File: src/rtl/pong_pkg.sv
// pong_pkg -- shared definitions for the pong match controller.
//   state_e          : FSM state encoding (also driven on state_dbg)
//   DEF_WIN_SCORE    : default points needed to win a match
//   DEF_SERVE_DELAY  : default VGA_CLK cycles from serve request to serve pulse
//   cnt_width()      : width of the serve-delay counter for a given delay
package pong_pkg;

  typedef enum logic [2:0] {
    ST_IDLE       = 3'd0,
    ST_SERVE_WAIT = 3'd1,
    ST_PLAY       = 3'd2,
    ST_PAUSE      = 3'd3,
    ST_OVER       = 3'd4
  } state_e;

  localparam int DEF_WIN_SCORE   = 5;
  localparam int DEF_SERVE_DELAY = 25000000;

  // Counter must hold 0..delay-1; never narrower than one bit.
  function automatic int cnt_width(input int delay);
    return (delay <= 2) ? 1 : $clog2(delay);
  endfunction

endpackage

File: src/rtl/pong_match_ctrl_key_edge.sv
// key_edge -- two-flop synchronizer plus falling-edge detector for an
// active-low push button that is asynchronous to VGA_CLK.
//   VGA_CLK  in  clock, rising edge
//   reset    in  asynchronous, active-high; flops reset to 1 (released)
//   i_key_n  in  raw active-low button
//   o_press  out one-cycle pulse per 1->0 transition of the synchronized key
// o_press is combinational from r_prev/r_sync2, so a press reaches the
// consuming FSM on the third rising edge after the button falls.
module key_edge (
  input  logic VGA_CLK,
  input  logic reset,
  input  logic i_key_n,
  output logic o_press
);

  logic r_sync1;
  logic r_sync2;
  logic r_prev;

  always_ff @(posedge VGA_CLK or posedge reset) begin
    if (reset) begin
      r_sync1 <= 1'b1;
      r_sync2 <= 1'b1;
      r_prev  <= 1'b1;
    end else begin
      r_sync1 <= i_key_n;
      r_sync2 <= r_sync1;
      r_prev  <= r_sync2;
    end
  end

  assign o_press = r_prev & ~r_sync2;

endmodule

File: src/rtl/pong_match_ctrl.sv
// pong_match_ctrl -- match-level control for a two-player pong game.
//   VGA_CLK        in   pixel/system clock, rising edge
//   reset          in   asynchronous, active-high
//   start_n        in   start/pause/restart button, active-low, asynchronous
//   point_p1/p2    in   one-cycle pulses: player 1 / player 2 scored
//   running        out  ball/paddle datapath may move (state PLAY)
//   serve          out  one-cycle pulse: datapath recentres the ball
//   serve_dir      out  0 = launch toward player 1, 1 = toward player 2
//   score_p1/p2    out  binary scores 0..WIN_SCORE
//   game_over      out  high in state OVER
//   winner         out  0 = player 1, 1 = player 2 (valid while game_over)
//   state_dbg      out  current FSM state encoding
// There are no valid/ready handshakes here: point_* and the button press are
// single-cycle events that are consumed in the cycle they arrive or dropped.
module pong_match_ctrl
  import pong_pkg::*;
#(
  parameter int WIN_SCORE   = DEF_WIN_SCORE,
  parameter int SERVE_DELAY = DEF_SERVE_DELAY
) (
  input  logic       VGA_CLK,
  input  logic       reset,
  input  logic       start_n,
  input  logic       point_p1,
  input  logic       point_p2,
  output logic       running,
  output logic       serve,
  output logic       serve_dir,
  output logic [3:0] score_p1,
  output logic [3:0] score_p2,
  output logic       game_over,
  output logic       winner,
  output logic [2:0] state_dbg
);

  localparam int            CW       = cnt_width(SERVE_DELAY);
  localparam logic [CW-1:0] CNT_LAST = CW'(SERVE_DELAY - 1);
  localparam logic [3:0]    WIN      = 4'(WIN_SCORE);

  logic          w_press;

  state_e        r_state,     w_state_nxt;
  logic [CW-1:0] r_cnt,       w_cnt_nxt;
  logic [3:0]    r_score_p1,  w_score_p1_nxt;
  logic [3:0]    r_score_p2,  w_score_p2_nxt;
  logic          r_serve_dir, w_serve_dir_nxt;
  logic          r_winner,    w_winner_nxt;
  logic          r_serve,     w_serve_nxt;
  logic          r_running;
  logic          r_game_over;

  logic [3:0]    w_p1_inc;
  logic [3:0]    w_p2_inc;

  key_edge u_start_key (
    .VGA_CLK (VGA_CLK),
    .reset   (reset),
    .i_key_n (start_n),
    .o_press (w_press)
  );

  assign w_p1_inc = r_score_p1 + 4'd1;
  assign w_p2_inc = r_score_p2 + 4'd1;

  // Next-state logic. Priority in PLAY: point_p1, then point_p2, then press.
  always_comb begin
    w_state_nxt     = r_state;
    w_cnt_nxt       = r_cnt;
    w_score_p1_nxt  = r_score_p1;
    w_score_p2_nxt  = r_score_p2;
    w_serve_dir_nxt = r_serve_dir;
    w_winner_nxt    = r_winner;

    case (r_state)
      ST_IDLE: begin
        w_score_p1_nxt = 4'd0;
        w_score_p2_nxt = 4'd0;
        if (w_press) begin
          w_state_nxt     = ST_SERVE_WAIT;
          w_serve_dir_nxt = 1'b0;
          w_cnt_nxt       = '0;
        end
      end

      ST_SERVE_WAIT: begin
        if (r_cnt == CNT_LAST) begin
          w_cnt_nxt   = '0;
          w_state_nxt = ST_PLAY;
        end else begin
          w_cnt_nxt = r_cnt + CW'(1);
        end
      end

      ST_PLAY: begin
        if (point_p1) begin
          w_score_p1_nxt = w_p1_inc;
          if (w_p1_inc == WIN) begin
            w_state_nxt  = ST_OVER;
            w_winner_nxt = 1'b0;
          end else begin
            w_state_nxt     = ST_SERVE_WAIT;
            w_serve_dir_nxt = 1'b1;
            w_cnt_nxt       = '0;
          end
        end else if (point_p2) begin
          w_score_p2_nxt = w_p2_inc;
          if (w_p2_inc == WIN) begin
            w_state_nxt  = ST_OVER;
            w_winner_nxt = 1'b1;
          end else begin
            w_state_nxt     = ST_SERVE_WAIT;
            w_serve_dir_nxt = 1'b0;
            w_cnt_nxt       = '0;
          end
        end else if (w_press) begin
          w_state_nxt = ST_PAUSE;
        end
      end

      ST_PAUSE: begin
        if (w_press) begin
          w_state_nxt = ST_PLAY;
        end
      end

      ST_OVER: begin
        if (w_press) begin
          w_state_nxt    = ST_IDLE;
          w_score_p1_nxt = 4'd0;
          w_score_p2_nxt = 4'd0;
        end
      end

      default: begin
        w_state_nxt = ST_IDLE;
        w_cnt_nxt   = '0;
      end
    endcase
  end

  // serve is registered from the next-state view so it is high exactly
  // during the SERVE_WAIT cycle whose count is SERVE_DELAY-1.
  assign w_serve_nxt = (w_state_nxt == ST_SERVE_WAIT) && (w_cnt_nxt == CNT_LAST);

  always_ff @(posedge VGA_CLK or posedge reset) begin
    if (reset) begin
      r_state     <= ST_IDLE;
      r_cnt       <= '0;
      r_score_p1  <= 4'd0;
      r_score_p2  <= 4'd0;
      r_serve_dir <= 1'b0;
      r_winner    <= 1'b0;
      r_serve     <= 1'b0;
      r_running   <= 1'b0;
      r_game_over <= 1'b0;
    end else begin
      r_state     <= w_state_nxt;
      r_cnt       <= w_cnt_nxt;
      r_score_p1  <= w_score_p1_nxt;
      r_score_p2  <= w_score_p2_nxt;
      r_serve_dir <= w_serve_dir_nxt;
      r_winner    <= w_winner_nxt;
      r_serve     <= w_serve_nxt;
      // Registered copies that always equal a decode of r_state.
      r_running   <= (w_state_nxt == ST_PLAY);
      r_game_over <= (w_state_nxt == ST_OVER);
    end
  end

  assign running   = r_running;
  assign serve     = r_serve;
  assign serve_dir = r_serve_dir;
  assign score_p1  = r_score_p1;
  assign score_p2  = r_score_p2;
  assign game_over = r_game_over;
  assign winner    = r_winner;
  assign state_dbg = r_state;

endmodule
File: config.mk
export PLATFORM = sky130hd
export DESIGN_NAME = pong_match_ctrl
export DESIGN_NICKNAME = d
export VERILOG_FILES = /design/src/rtl/pong_pkg.sv /design/src/rtl/pong_match_ctrl_key_edge.sv /design/src/rtl/pong_match_ctrl.sv
export SDC_FILE = /design/constraint.sdc
export NUM_CORES = 1
export LEC_CHECK = 0
export ABC_AREA = 0
export BUFFER_PORTS_ARGS = -buffer_cell sky130_fd_sc_hd__clkbuf_2
export CAP_MARGIN = 10
export CORE_ASPECT_RATIO = 0.9
export CORE_MARGIN = 2
export CORE_UTILIZATION = 55
export CTS_BUF_LIST = sky130_fd_sc_hd__clkbuf_4 sky130_fd_sc_hd__clkbuf_8
export DETAILED_ROUTE_END_ITERATION = 10
export GPL_TIMING_DRIVEN = 0
export PLACE_DENSITY = 0.78
export SETUP_SLACK_MARGIN = 0.3
export SYNTH_ARGS = -nofsm -noshare
export SYNTH_HDL_FRONTEND = slang
export SYNTH_SLANG_ARGS = --single-unit
File: constraint.sdc
create_clock -name VGA_CLK -period 4 [get_ports VGA_CLK]
set_clock_uncertainty 0.1 [all_clocks]
set_input_delay 0.8 -clock VGA_CLK [delete_from_list [all_inputs] [get_ports VGA_CLK]]
set_output_delay 0.8 -clock VGA_CLK [all_outputs]
set_load 0.05 [all_outputs]
==> out/qor.yml, run 1 <==
rsz0062_at_grt: "no"
dieArea_mm2: 0.00546
final.setup.tns_ns: 0
drtPass1Iterations: 5
crit_fanout: 10
cap_violations: 0
fmax_mhz: 301
clock-root-buffer: "clkbuf_8"
post_cts_buffers: 0
cts_resized: 0
slowest_stage: "dfrtp_1"
ys.flop_type: "dfrtp_1"
final_common_cell: "o21ai_0"
diodes: 0
min_period_over_period_pct: 83.0
async_flop_share_pct: 100
slowest_delay_ns: 0.47
cp.depth: 11
finalMaxSlewViolations: 0
ys_ff_latch: 44
overflow: 0
drive_above_1_share_pct: 14.6
initial_core_util_pct: 56.3
grt_use_total_pct: 25.2
wl_per_cell_um: 15.7
worst_slew_pin_slew_ns: 0.926
numPortBuffers: 20
power.leakage_nw: 1.30
viasPerCell: 6.09
vias: 2522
syn-num-nets: 330
syn_area_mm2: 0.00269
hold_path_class: "flop to flop"
cts.sinks: 44
io_pins: 21
clk_latency_ns: 0.31
cp.buffers_inverters: 2
final_cell_mix: "o21ai_0, dfrtp_1, nand2_1, nor2_1, clkbuf_2"
grt_pass1_vias: 2237
drt_iter0_markers: 232
startpoint_type: "flop"
cp_top_family: "compound AO/OA/AOI/OAI gates"
syn_avg_cell_area_um2: 8.39
min_to: "u_start_key.r_sync2"
period_needed_ns: 3.32
synth_cells: 320
reg2reg_slack_ns: 0.68
yosysWarningCount: 0
die_x_um: 77.7
area_growth_pct: 11.8
endpoint_kind: "flop"
cts_tree: "yes"
holdBufCountCts: 0
wl_um: 6500
path_clk_slew_ns: 0.09
worst-r2r-cell-count: 11
rr_startpoint: "score_p1[0]"
grt_max_degree: 30
required_ns: 4.12
worstHoldPathCells: 0
status: "finished, final reports clean"
htreeDepth: 2
hold_viol_final: 0
grt_pass1_wl_um: 10900
powerDensity_mw_per_mm2: 524
timing.rr.end: "serve"
dp.cells: 406
hold_path.startpoint: "u_start_key.r_sync1"
ant_nets: 0
gp_congestion: 0.920
fin_nets: 358
die_y_um: 70.3
core_area_mm2: 0.00477
cp.arrival_ns: 3.43
synth_cell_types: 57
cts.path.max_buffers: 2
drc: 0
num_rows: 24
relSlewSlack_pct: 37.7
setup_violations: 0
synth-edff-count: 0
instances_no_fill: 414
cts_buffers: 5
dp.final_hpwl_um: 4640
crit_type: "flop to flop"
ys_seq_area_share_pct: 41.1
max-vdd-ir-drop_v: 0.000323
path_cells: "ha_1 > nor2b_1 > nand2_1 > o221a_2 > o31ai_1 > buf_2 > clkbuf_1 > a2bb2oi_1 > o2111a_1 > nand4_1 > nor4_2"
antenna_found_initial: 0
[Yosys cell counts, drive strengths merged, types with 6 or more instances]
cell,n,area share [%]
nor3,9,1.7
nand3,13,2.6
inv,9,1.3
buf,8,1.7
o21ai,49,9.1
clkbuf,7,1.0
nor2,35,4.9
nand2,35,4.9
nand4,10,2.3
nor4,6,2.2
dfrtp,41,38
nand2b,6,1.4
and3,9,2.1
a21oi,12,2.4
[kinds of logic after synthesis]
logic type,synth area share [%]
and+or+nand+nor,28.4
AOI/OAI and AO/OA,22.4
DFF,41.1
buffers and inverters,3.96
adders and majority gates,2.33
xor gates and xnor gates,1.30
muxes,0.419
[registers in the layout, summed over array words and instances (netlist names), 3 cells and up]
| signal | count |
|---|---|
| score_p1 | 4 |
| score_p2 | 4 |
| state_dbg | 3 |
| r_cnt | 25 |
[area by class of cell]
cell class / instances / area [µm²]
well taps: 65 / 81.3
clock buffers: 5 / 68.8
multi-input cells: 252 / 1480
inverters: 9 / 33.8
fillers: 423 / 1770
plain buffers: 15 / 72.6
repair buffers: 21 / 120
clock inverters: 3 / 46.3
flip-flops and latches: 44 / 1100
[metrics by stage]
step | hold WS [ns] | total power [mW] | utilization (%) | instance area (µm²) | setup WS (ns)
3_5_place_dp | 0.256 | 1.21 | 60.5 | 2890 | 0.696
5_1_grt | 0.273 | 1.67 | 62.9 | 3000 | 0.437
2_1_floorplan | 0.245 | 1.04 | - | 2690 | 1.00
4_1_cts | 0.269 | 1.56 | 62.9 | 3000 | 0.675
6_report | 0.268 | 1.57 | 62.9 | 3000 | 0.682
3_3_place_gp | 0.247 | 1.19 | 60.1 | 2870 | 0.673
[how the worst max path moves through the flow]
stage | start | end | slack [ns]
floorplan | score_p1[0] | serve | 1.00
global placement | point_p1 | serve | 0.67
detailed placement | point_p1 | serve | 0.70
CTS | score_p1[0] | serve | 0.68
global route | score_p1[0] | serve | 0.44
finish | score_p1[0] | serve | 0.68
[report_power, final]
| group | switching [mW] | total (mW) | internal [mW] |
|---|---|---|---|
| combinational | 0.452 | 0.658 | 0.206 |
| sequential | 0.0633 | 0.560 | 0.497 |
| clock | 0.167 | 0.355 | 0.188 |
| total | 0.682 | 1.57 | 0.891 |
[metal layers]
metal  up-vias  share of wire [%]  track usage [%]
li1       1224                  -                -
met1      1198                 49             39.4
met2        91                 43             35.0
met3         9                5.7             3.88
met4         0                1.6             9.13
met5         -                  0                0
(Power assumes the default switching activity.)
==> run 2, diff against run 1 <==
- ABC_AREA: 0 -> 1
- clock period: 4 -> 3.1 ns (I/O delays scaled with it)
==> run 2 against run 1 <==
- highest routed layer unchanged
- synthesized cell count rose by 38%
- largest cell class unchanged
- worst setup slack better by 0.039 ns
- critical path type unchanged
- sequential share of layout area shrank 3.7 points
- non-clock buffer count decreased by 10
- critical endpoint unchanged
- area after synthesis up 13%
==> out/qor.yml, run 2 <==
final.setup.tns_ns: 0
dieArea_mm2: 0.00611
startpoint_type: "flop"
slowest_stage: "dfrtp_1"
setup_violations: 0
grt_max_degree: 27
finalMaxSlewViolations: 0
syn_avg_cell_area_um2: 6.83
clock-root-buffer: "clkbuf_8"
regArea_mm2: 0.00110
hold_path_class: "primary input to asynchronous set/reset pin"
async_flop_share_pct: 100
htreeDepth: 2
power.leakage_nw: 1.64
wl_per_cell_um: 13.6
slowest_delay_ns: 0.45
grt_pass1_vias: 2660
path_clk_slew_ns: 0.09
p_comb_share_pct: 21.8
yosysWarningCount: 0
rsz0062_at_grt: "no"
synth_cells: 443
yosysMostFrequentCell: "nand2_1"
drc: 0
syn_area_mm2: 0.00303
drtPass1Iterations: 5
synthTopCellsByArea: "dfrtp_1, nand2_1, inv_1, nand3_1, nor2_1"
ant_nets: 0
drt_iter0_markers: 272
dp.final_hpwl_um: 5600
cts.path.max_buffers: 2
ys_ff_latch: 44
yosysTopAreaCell: "dfrtp_1"
antenna_found_initial: 0
holdBufCountCts: 0
required_ns: 3.24
gp_congestion: 0.905
status: "finished, final reports clean"
hold_ws_ns: 0.179
crit_top_cell: "nand2_1"
grt_use_total_pct: 26.9
core_area_mm2: 0.00529
relSlewSlack_pct: 63.8
reg2reg_slack_ns: 0.72
cap_violations: 0
drive_above_1_share_pct: 15.9
fin_nets: 481
period_needed_ns: 2.38
worst_slew_pin_slew_ns: 0.541
worst-r2r-cell-count: 14
fmax_mhz: 420
synth_top_area_share_pct: 33.9
rr_startpoint: "score_p1[0]"
die_x_um: 82.2
cts_buffers: 5
viasPerCell: 5.41
power_switching_uw: 465
max-vdd-ir-drop_v: 0.000334
pwr-share-clk_pct: 31.6
crit_fanout: 8
yosys-top-cells-count: "nand2_1, inv_1, nor2_1"
synth-edff-count: 0
largest_reg_flops: 25
switching_share_pct: 32.7
ys_seq_area_share_pct: 36.5
cts_tree: "yes"
grt_pass1_wl_um: 12400
min_period_over_period_pct: 76.7
cts_resized: 0
multiInputGateArea_mm2: 0.00163
seq_power_share_pct: 46.6
initial_core_util_pct: 57.3
clk_latency_ns: 0.31
numPortBuffers: 20
crit_type: "flop to flop"
hold_viol_final: 0
cts.sinks: 44
timing.rr.end: "serve"
wl_um: 7310
post_cts_buffers: 0
synth_cell_types: 36
intPower_uw: 956
cp.arrival_ns: 2.52
vias: 2914
ys.flop_type: "dfrtp_1"
syn-num-nets: 453
diodes: 0
regMostFlops: "r_cnt"
die_y_um: 74.4
area_growth_pct: 10.4
powerDensity_mw_per_mm2: 425
io_pins: 21
endpoint_kind: "flop"
final_cell_mix: "nand2_1, inv_1, nor2_1"
path_cells: "ha_1 > nand2_1 > nand2_1 > nor2_1 > nand2_1 > nand2_1 > nand2_2 > nor2_4 > nand2_1 > nand3_1 > nand2_1 > nor3_2 > nand3_1 > nor2_1"
overflow: 0
n_fill_cell: 489
final_common_cell: "nand2_1"
num_rows: 25
startpoint: "score_p1[0]"
==> run 2: cell count changes after synthesis, sizes merged, moves of 4 or more <==
cell	change
nor2	+31
nand2	+97
inv	+61
nor4	-6
and2	-5
or3	-4
and3	-9
o21ai	-23
clkbuf	-7
a21oi	-5
nand3	+34
nand2b	-5
o22ai	+5
==> run 2: through the flow <==
| step | instances | util (%) | total power [mW] | instance area, µm² | setup WS, ns |
|---|---|---|---|---|---|
| after floorplan | 443 | - | 0.904 | 3030 | 0.879 |
| after global placement | 530 | 60.7 | 0.966 | 3210 | 0.763 |
| after detailed placement | 531 | 61.1 | 0.978 | 3230 | 0.757 |
| after CTS | 539 | 63.2 | 1.43 | 3340 | 0.721 |
| after global routing | 539 | 63.2 | 1.50 | 3340 | 0.495 |
| final | 539 | 63.2 | 1.42 | 3340 | 0.721 |
==> run 2: final cells by class <==
| class | count | share of cell area, % |
|---|---|---|
| flip-flops and latches | 44 | 33.1 |
| multi-input cells | 323 | 48.6 |
| clock buffers | 5 | 2.06 |
| clock inverters | 3 | 1.27 |
| well taps | 67 | 2.51 |
| inverters | 71 | 7.97 |
| repair buffers | 21 | 3.59 |
| plain buffers | 5 | 0.899 |
==> run 2: power groups by stage <==
| stage | registers, mW | logic [mW] | clock network (mW) |
|---|---|---|---|
| final | 0.662 | 0.310 | 0.449 |
| after CTS | 0.661 | 0.309 | 0.461 |
| after floorplan | 0.670 | 0.234 | 0 |
| after global routing | 0.669 | 0.353 | 0.480 |
| after detailed placement | 0.672 | 0.307 | 0 |
| after global placement | 0.671 | 0.295 | 0 |
==> run 2: worst max-delay path by stage <==
| stage | endpoint | cells past startpoint |
|---|---|---|
| 2_1_floorplan | serve | 15 |
| 3_3_place_gp | r_cnt[19] | 2 |
| 3_5_place_dp | serve | 14 |
| 4_1_cts | serve | 14 |
| 5_1_grt | serve | 15 |
| 6_report | serve | 14 |
==> run 2: kinds of logic (layout without fill, tap and decap cells) <==
group	Yosys count	count (layout)	share of synthesized area, %
XOR/XNOR	6	6	1.74
flip-flops	44	44	36.5
AO/OA/AOI/OAI	48	48	10.1
AND/OR/NAND/NOR	264	264	39.8
buffers and inverters	76	105	9.80
adder cells (fa/ha/maj)	5	5	2.07
==> run 2: worst max-delay path, delay by kind of cell (launching register included) <==
| family | cells | cell delay [ns] |
|---|---|---|
| simple gates | 13 | 1.53 |
| flops | 1 | 0.45 |
| fa+ha+maj | 1 | 0.24 |
==> run 2: routing by layer <==
metal  up-vias  track usage, %  part of all wire [%]
met4         0            7.59                   1.5
met1      1312            39.7                    47
met2       120            40.9                    44
li1       1469               -                     -
met3        13            4.25                   7.9
met5         -               0                     0
